File: config.mk
export PLATFORM = sky130hd
export DESIGN_NAME = serial_adder
export DESIGN_NICKNAME = d
export VERILOG_FILES = /design/src/rtl/serial_adder.sv
export SDC_FILE = /design/constraint.sdc
export NUM_CORES = 1
export LEC_CHECK = 0
export ABC_AREA = 1
export BUFFER_PORTS_ARGS = -buffer_cell sky130_fd_sc_hd__buf_2
export CORE_ASPECT_RATIO = 0.7
export CORE_UTILIZATION = 58
export DETAILED_ROUTE_END_ITERATION = 10
export GPL_TIMING_DRIVEN = 0
export MAX_ROUTING_LAYER = met4
export PLACE_DENSITY = 0.82
export SKIP_LAST_GASP = 1
export SLEW_MARGIN = 10
export SYNTH_ARGS = -nofsm -noshare
export SYNTH_HDL_FRONTEND = slang
export SYNTH_SLANG_ARGS = --single-unit
export TNS_END_PERCENT = 1
File: constraint.sdc
create_clock -name clk -period 3.15 [get_ports clk]
set_clock_uncertainty 0.05 [all_clocks]
set_input_delay 0.63 -clock clk [delete_from_list [all_inputs] [get_ports clk]]
set_output_delay 0.63 -clock clk [all_outputs]
set_load 0.01 [all_outputs]
File: src/rtl/serial_adder.sv
// Bit-serial adder: computes a + b + cin one bit per cycle, LSB first, under a start/busy/done handshake.
// Optional signed-overflow output enabled by defining SERIAL_ADDER_OVF_EN.
module serial_adder #(
    parameter int WIDTH = 8
) (
    input  logic             clk,
    input  logic             rst,
    input  logic             start,
    input  logic [WIDTH-1:0] a,
    input  logic [WIDTH-1:0] b,
    input  logic             cin,
    output logic             busy,
    output logic             done,
    output logic [WIDTH-1:0] sum,
    output logic             cout
`ifdef SERIAL_ADDER_OVF_EN
    ,
    output logic             ovf
`endif
);

    localparam int CNT_W = (WIDTH > 1) ? $clog2(WIDTH) : 1;
    localparam logic [CNT_W-1:0] LAST_BIT = CNT_W'(WIDTH - 1);

    typedef enum logic [1:0] {
        IDLE = 2'd0,
        RUN  = 2'd1,
        DONE = 2'd2
    } state_t;

    state_t             state_reg;
    state_t             state_next;
    logic [WIDTH-1:0]   sa_reg;
    logic [WIDTH-1:0]   sb_reg;
    logic [WIDTH-1:0]   ss_reg;
    logic               carry_reg;
    logic [CNT_W-1:0]   cnt_reg;
    logic               busy_reg;
    logic               done_reg;
    logic [WIDTH-1:0]   sum_reg;
    logic               cout_reg;

    logic               s_bit;
    logic               carry_next;
    logic               last_bit;
    logic               load;

    always_comb begin
        state_next = state_reg;
        s_bit      = sa_reg[0] ^ sb_reg[0] ^ carry_reg;
        carry_next = (sa_reg[0] & sb_reg[0]) | (sa_reg[0] & carry_reg) | (sb_reg[0] & carry_reg);
        last_bit   = (state_reg == RUN) && (cnt_reg == LAST_BIT);
        // start is only honoured outside RUN, so operands in flight are never disturbed
        load       = start && (state_reg != RUN);
        case (state_reg)
            IDLE:    if (start) state_next = RUN;
            RUN:     if (last_bit) state_next = DONE;
            DONE:    state_next = start ? RUN : IDLE;
            default: state_next = IDLE;
        endcase
    end

    always_ff @(posedge clk or posedge rst) begin
        if (rst) begin
            state_reg <= IDLE;
            sa_reg    <= '0;
            sb_reg    <= '0;
            ss_reg    <= '0;
            carry_reg <= 1'b0;
            cnt_reg   <= '0;
            busy_reg  <= 1'b0;
            done_reg  <= 1'b0;
            sum_reg   <= '0;
            cout_reg  <= 1'b0;
        end else begin
            state_reg <= state_next;
            busy_reg  <= (state_next == RUN);
            done_reg  <= (state_next == DONE);
            if (load) begin
                sa_reg    <= a;
                sb_reg    <= b;
                carry_reg <= cin;
                cnt_reg   <= '0;
            end else if (state_reg == RUN) begin
                sa_reg    <= sa_reg >> 1;
                sb_reg    <= sb_reg >> 1;
                carry_reg <= carry_next;
                ss_reg    <= {s_bit, ss_reg[WIDTH-1:1]};
                // hold the counter on the final bit so it never wraps
                if (!last_bit) cnt_reg <= cnt_reg + CNT_W'(1);
                if (last_bit) begin
                    sum_reg  <= {s_bit, ss_reg[WIDTH-1:1]};
                    cout_reg <= carry_next;
                end
            end
        end
    end

`ifdef SERIAL_ADDER_OVF_EN
    logic ovf_reg;

    // carry_reg holds the carry entering the MSB while the last bit is processed
    always_ff @(posedge clk or posedge rst) begin
        if (rst) begin
            ovf_reg <= 1'b0;
        end else if (last_bit) begin
            ovf_reg <= carry_reg ^ carry_next;
        end
    end

    assign ovf = ovf_reg;
`endif

    assign busy = busy_reg;
    assign done = done_reg;
    assign sum  = sum_reg;
    assign cout = cout_reg;

endmodule
; ---- Yosys cells after proc, flatten, opt, wreduce, memory -nomap -nowiden
; Index checks and enable logic that the tools add are counted.
[totals]
regBits = 41
in_bits = 20
out_inout_bits = 11
wordCells = 46
[op_classes]
addsub = 1
eq_ne = 7
n_mux = 13
n_bitwise = 8
reduce_logical = 7
[ops]
columns = cell, n
row1 = $mux W8, 4
row2 = $mux W3, 3
row3 = $pmux W2 S3, 1
row4 = $eq A2 B1 Y1 const B, 2
row5 = $eq A2 B2 Y1 const B, 2
row6 = $mux W2, 2
row7 = $ne A2 B1 Y1 const B, 2
row8 = $reduce_and A2 Y1, 2
row9 = $add A3 B1 Y3 const B, 1
row10 = $and A1 B1 Y1, 3
row11 = $eq A3 B3 Y1 const B, 1
row12 = $mux W1, 3
row13 = $reduce_and A3 Y1, 1
row14 = $logic_and A1 B1 Y1, 2
row15 = $logic_not A2 Y1, 1
row16 = $or A1 B1 Y1, 2
row17 = $reduce_bool A2 Y1, 1
row18 = $xor A1 B1 Y1, 2
row19 = $not A1 Y1, 1

; ---- Depth between registers and ports, before layout
[logic_depth]
ltp_word = 5
mapped_depth = 7
ltp_nobuf = 7

; ---- Worst setup path after synthesis
; OpenSTA, ideal clock, no wires.
[synth_path]
path_type = register -> register
startpoint = reg cnt_reg[0]
endpoint = reg cnt_reg[0]
setup_time_ns = 0.065
t_arrival_ns = 1.314
t_required_ns = 3.035
slack_ns = 1.722
stages_incl_launch_ff = 8
n_path_buf = 0
period_less_slack_ns = 1.428
path_cell_list = dfrtp_1 > ha_1 > ha_1 > inv_1 > nand3_1 > inv_1 > nand2_1 > nand2_1
[synth_via]
elab_chain_cells = 4
elab_cells_between_ends = 8
classes_between = add/sub (1) / eq/ne (2) / mux (3) / reduce/logical (2)
[synth_lines]
columns = item, line
row1 = "start, declared", 37  ; logic [CNT_W-1:0] cnt_reg;
row2 = "start signal, assigned", 90  ; if (!last_bit) cnt_reg <= cnt_reg + CNT_W'(1);
row3 = $add A3 B1 Y3 / $eq A3 B3 Y1 (equally long branches), "90, 52"
row4 = $mux W3 / $logic_and A1 B1 Y1 (equally long branches), "90, 52"
row5 = $mux W3 / $ne A2 B1 Y1 (equally long branches), --
row6 = $mux W3 / $reduce_and A2 Y1 (equally long branches), --
; Several ways; a longest one is shown, not always the timed one. The select of a mux whose other input is x is not followed.
; A chain may end at the register's enable or synchronous reset.

; ---- Worst setup path in the final report
[layout_path]
startpoint = reg cnt_reg[0]
endpoint = reg cnt_reg[1]
; Same word-level chain as after synthesis.

==> results.json <==
{
  "outcome": "complete, no violations",
  "grt_usage_pct": 24.0,
  "htreeDepth": 2,
  "synth.area.mux_share_pct": 0,
  "avgViaCountPerCell": 5.29,
  "layoutNonFillerInstCount": 265,
  "critical_path.top_delay_family": "adder cells",
  "synthCells": 192,
  "placedCellCount": 257,
  "synthAdderAreaFrac_pct": 2.61,
  "setup_viol_count_final": 0,
  "cts_resized": 0,
  "yosysTopAreaCell": "dfrtp_1",
  "die-area_um2": 3200,
  "yosysWarnings": 0,
  "crit_type": "flop to flop",
  "mostFrequentLayoutCell": "nand2_1",
  "finalWirelength_um": 3520,
  "portBuffers": 29,
  "max_freq_ghz": 0.619,
  "layout.cells.most_common_list": "71 x nand2_1, 49 x nand3_1, 40 x dfrtp_1",
  "syn_nets": 215,
  "place_hpwl_um": 2520,
  "start_util_pct": 61.6,
  "drt_first_pass_iters": 4,
  "crit_path_end_kind": "flop",
  "cp.required_ns": 3.33,
  "cts_hold_buf": 0,
  "fin_crit_sh_pct": 51.3,
  "p_leak_nw": 1.10,
  "vdd_drop_max_mv": 0.604,
  "dieWidth_um": 67.2,
  "cts-buffers-inserted": 5,
  "crit_path_top_delay_cell": "dfrtp_1",
  "grt_pass1_vias": 1134,
  "antenna_found_initial": 0,
  "nNetsFinal": 251,
  "fillerInstances": 224,
  "ys_ff_latch": 40,
  "min_period_ns": 1.61,
  "hold_class": "flop to flop",
  "worst_setup_path_start_kind": "flop",
  "synthDistinctLibCells": 15,
  "floorplan.io_pins": 31,
  "tightestPinTransition_ns": 0.824,
  "worstSkewPairLatency_ns": 0.29,
  "grt_first_pass_wirelength_um": 5220,
  "max-cap-violations": 0,
  "rows": 16,
  "synth-compound-area-share_pct": 1.16,
  "synth_xor_area_share_pct": 0,
  "yosysTopAreaCellShare_pct": 58.0,
  "vias": 1401,
  "worst-path-max-fanout": 6,
  "diodes": 0,
  "slowest_delay_ns": 0.41,
  "avgSynthCellArea_um2": 8.99,
  "ctsRootBufferMaster": "clkbuf_8",
  "synthTopCellsByArea": "dfrtp_1 58%, nand2_1 15%, nand3_1 14%, buf_2 1.7%, inv_1 1.5%",
  "synth-simple-area-share_pct": 33.0,
  "overflow": 0,
  "ant_nets": 0,
  "critPathBufInv": 2,
  "total_power_mw": 1.93,
  "dieHeight_um": 47.6,
  "crit_chain": "ha_1 > ha_1 > inv_1 > nand3_1 > inv_1 > nand2_1 > nand2_1",
  "clk_pin_slew_ns": 0.07,
  "cts.path.max_buffers": 2,
  "slew_headroom_pct": 45.0,
  "holdWs_ns": 0.426,
  "clock_sinks": 40,
  "grt_max_degree": 41,
  "synth_top_family_by_area": "simple AND/OR/NAND/NOR gates",
  "drt_iter0_markers": 97,
  "synthToLayoutAreaGrowth_pct": 16.5,
  "cts_setup_buffers": 0,
  "hold_viol": 0,
  "wl_per_cell_um": 13.3,
  "report.final.slew_viol_count": 0,
  "pwr_density_cell_nw_per_um2": 958,
  "rsz0062_at_grt": "no",
  "syn_area_um2": 1730,
  "fin_ws_ns": 1.54,
  "tns_ns": 0,
  "globalplace.congestion": 0.749,
  "drive_gt1_share_pct": 23.1,
  "ys_seq_area_share_pct": 58.0,
  "drc": 0,
  "cts_tree": "built",
  "place_ws_ns": 1.55,
  "arrival_ns": 1.79,
  "core_um2": 2800
}
==> final timing paths <==
kind | start | endpoint | slack, ns | cells past startpoint
setup / recovery | cnt_reg[0]$_DFFE_PP0P_ | cnt_reg[1]$_DFFE_PP0P_ | 1.54 | 7
hold / removal | sum[1]$_DFFE_PP0P_ | sum[1]$_DFFE_PP0P_ | 0.43 | 2
setup reg to reg | cnt_reg[0]$_DFFE_PP0P_ | cnt_reg[1]$_DFFE_PP0P_ | 1.54 | 7
hold reg to reg | sum[1]$_DFFE_PP0P_ | sum[1]$_DFFE_PP0P_ | 0.43 | 2
max in group asynchronous | rst | sa_reg[2]$_DFFE_PP0P_ | 2.08 | 2
min in group asynchronous | rst | cnt_reg[2]$_DFFE_PP0P_ | 0.45 | 2
==> power breakdown <==
group / internal [mW] / switching [mW] / total (mW) / leakage, nW
clock network: 0.178 / 0.171 / 0.349 / 0.0445
logic: 0.279 / 0.445 / 0.725 / 0.546
registers: 0.728 / 0.125 / 0.853 / 0.510
==> through the flow <==
stage                     util (%)  cell area (µm²)
final                         71.7             2010
after global routing          71.7             2010
after CTS                     71.7             2010
after detailed placement      68.3             1920
after global placement        68.3             1920
after floorplan                  -             1730
==> worst reg2reg max path, delay by kind of cell (launching register included) <==
kind | cells | cell delay, ns
buffers and inverters | 2 | 0.34
flip-flops | 1 | 0.41
AND/OR/NAND/NOR | 3 | 0.35
adder cells (fa/ha/maj) | 2 | 0.41
==> synthesized netlist by cell type, drive strengths merged <==
cell type  number
nand3          49
fa              1
nor2            4
nand2          74
inv             9
ha              2
buf             9
o21ai           4
dfrtp          40
==> per-layer routing <==
metal / up-vias / global-route usage (%) / share of wire, %
met5: - / - / 0
met4: 0 / 8.94 / 0.54
met3: 2 / 6.43 / 5.2
met2: 37 / 33.8 / 46
met1: 673 / 33.1 / 48
li1: 689 / - / -
==> logic make-up after synthesis <==
logic type,count (synthesis)
and+or+nand+nor,127
DFF,40
buffers and inverters,18
adders and majority gates,3
AOI/OAI and AO/OA,4
==> final cells by class <==
type	instances	area (µm²)	share of cell area [%]
Sequential cell	40	1000	49.8
Buffer	9	56.3	2.80
Clock buffer	7	86.3	4.30
Timing Repair Buffer	29	145	7.22
Inverter	9	33.8	1.68
Clock inverter	1	7.51	0.374
Multi-Input combinational cell	134	634	31.6
Tap cell	36	45.0	2.24
Note: power is estimated with default switching activity, not from simulation.
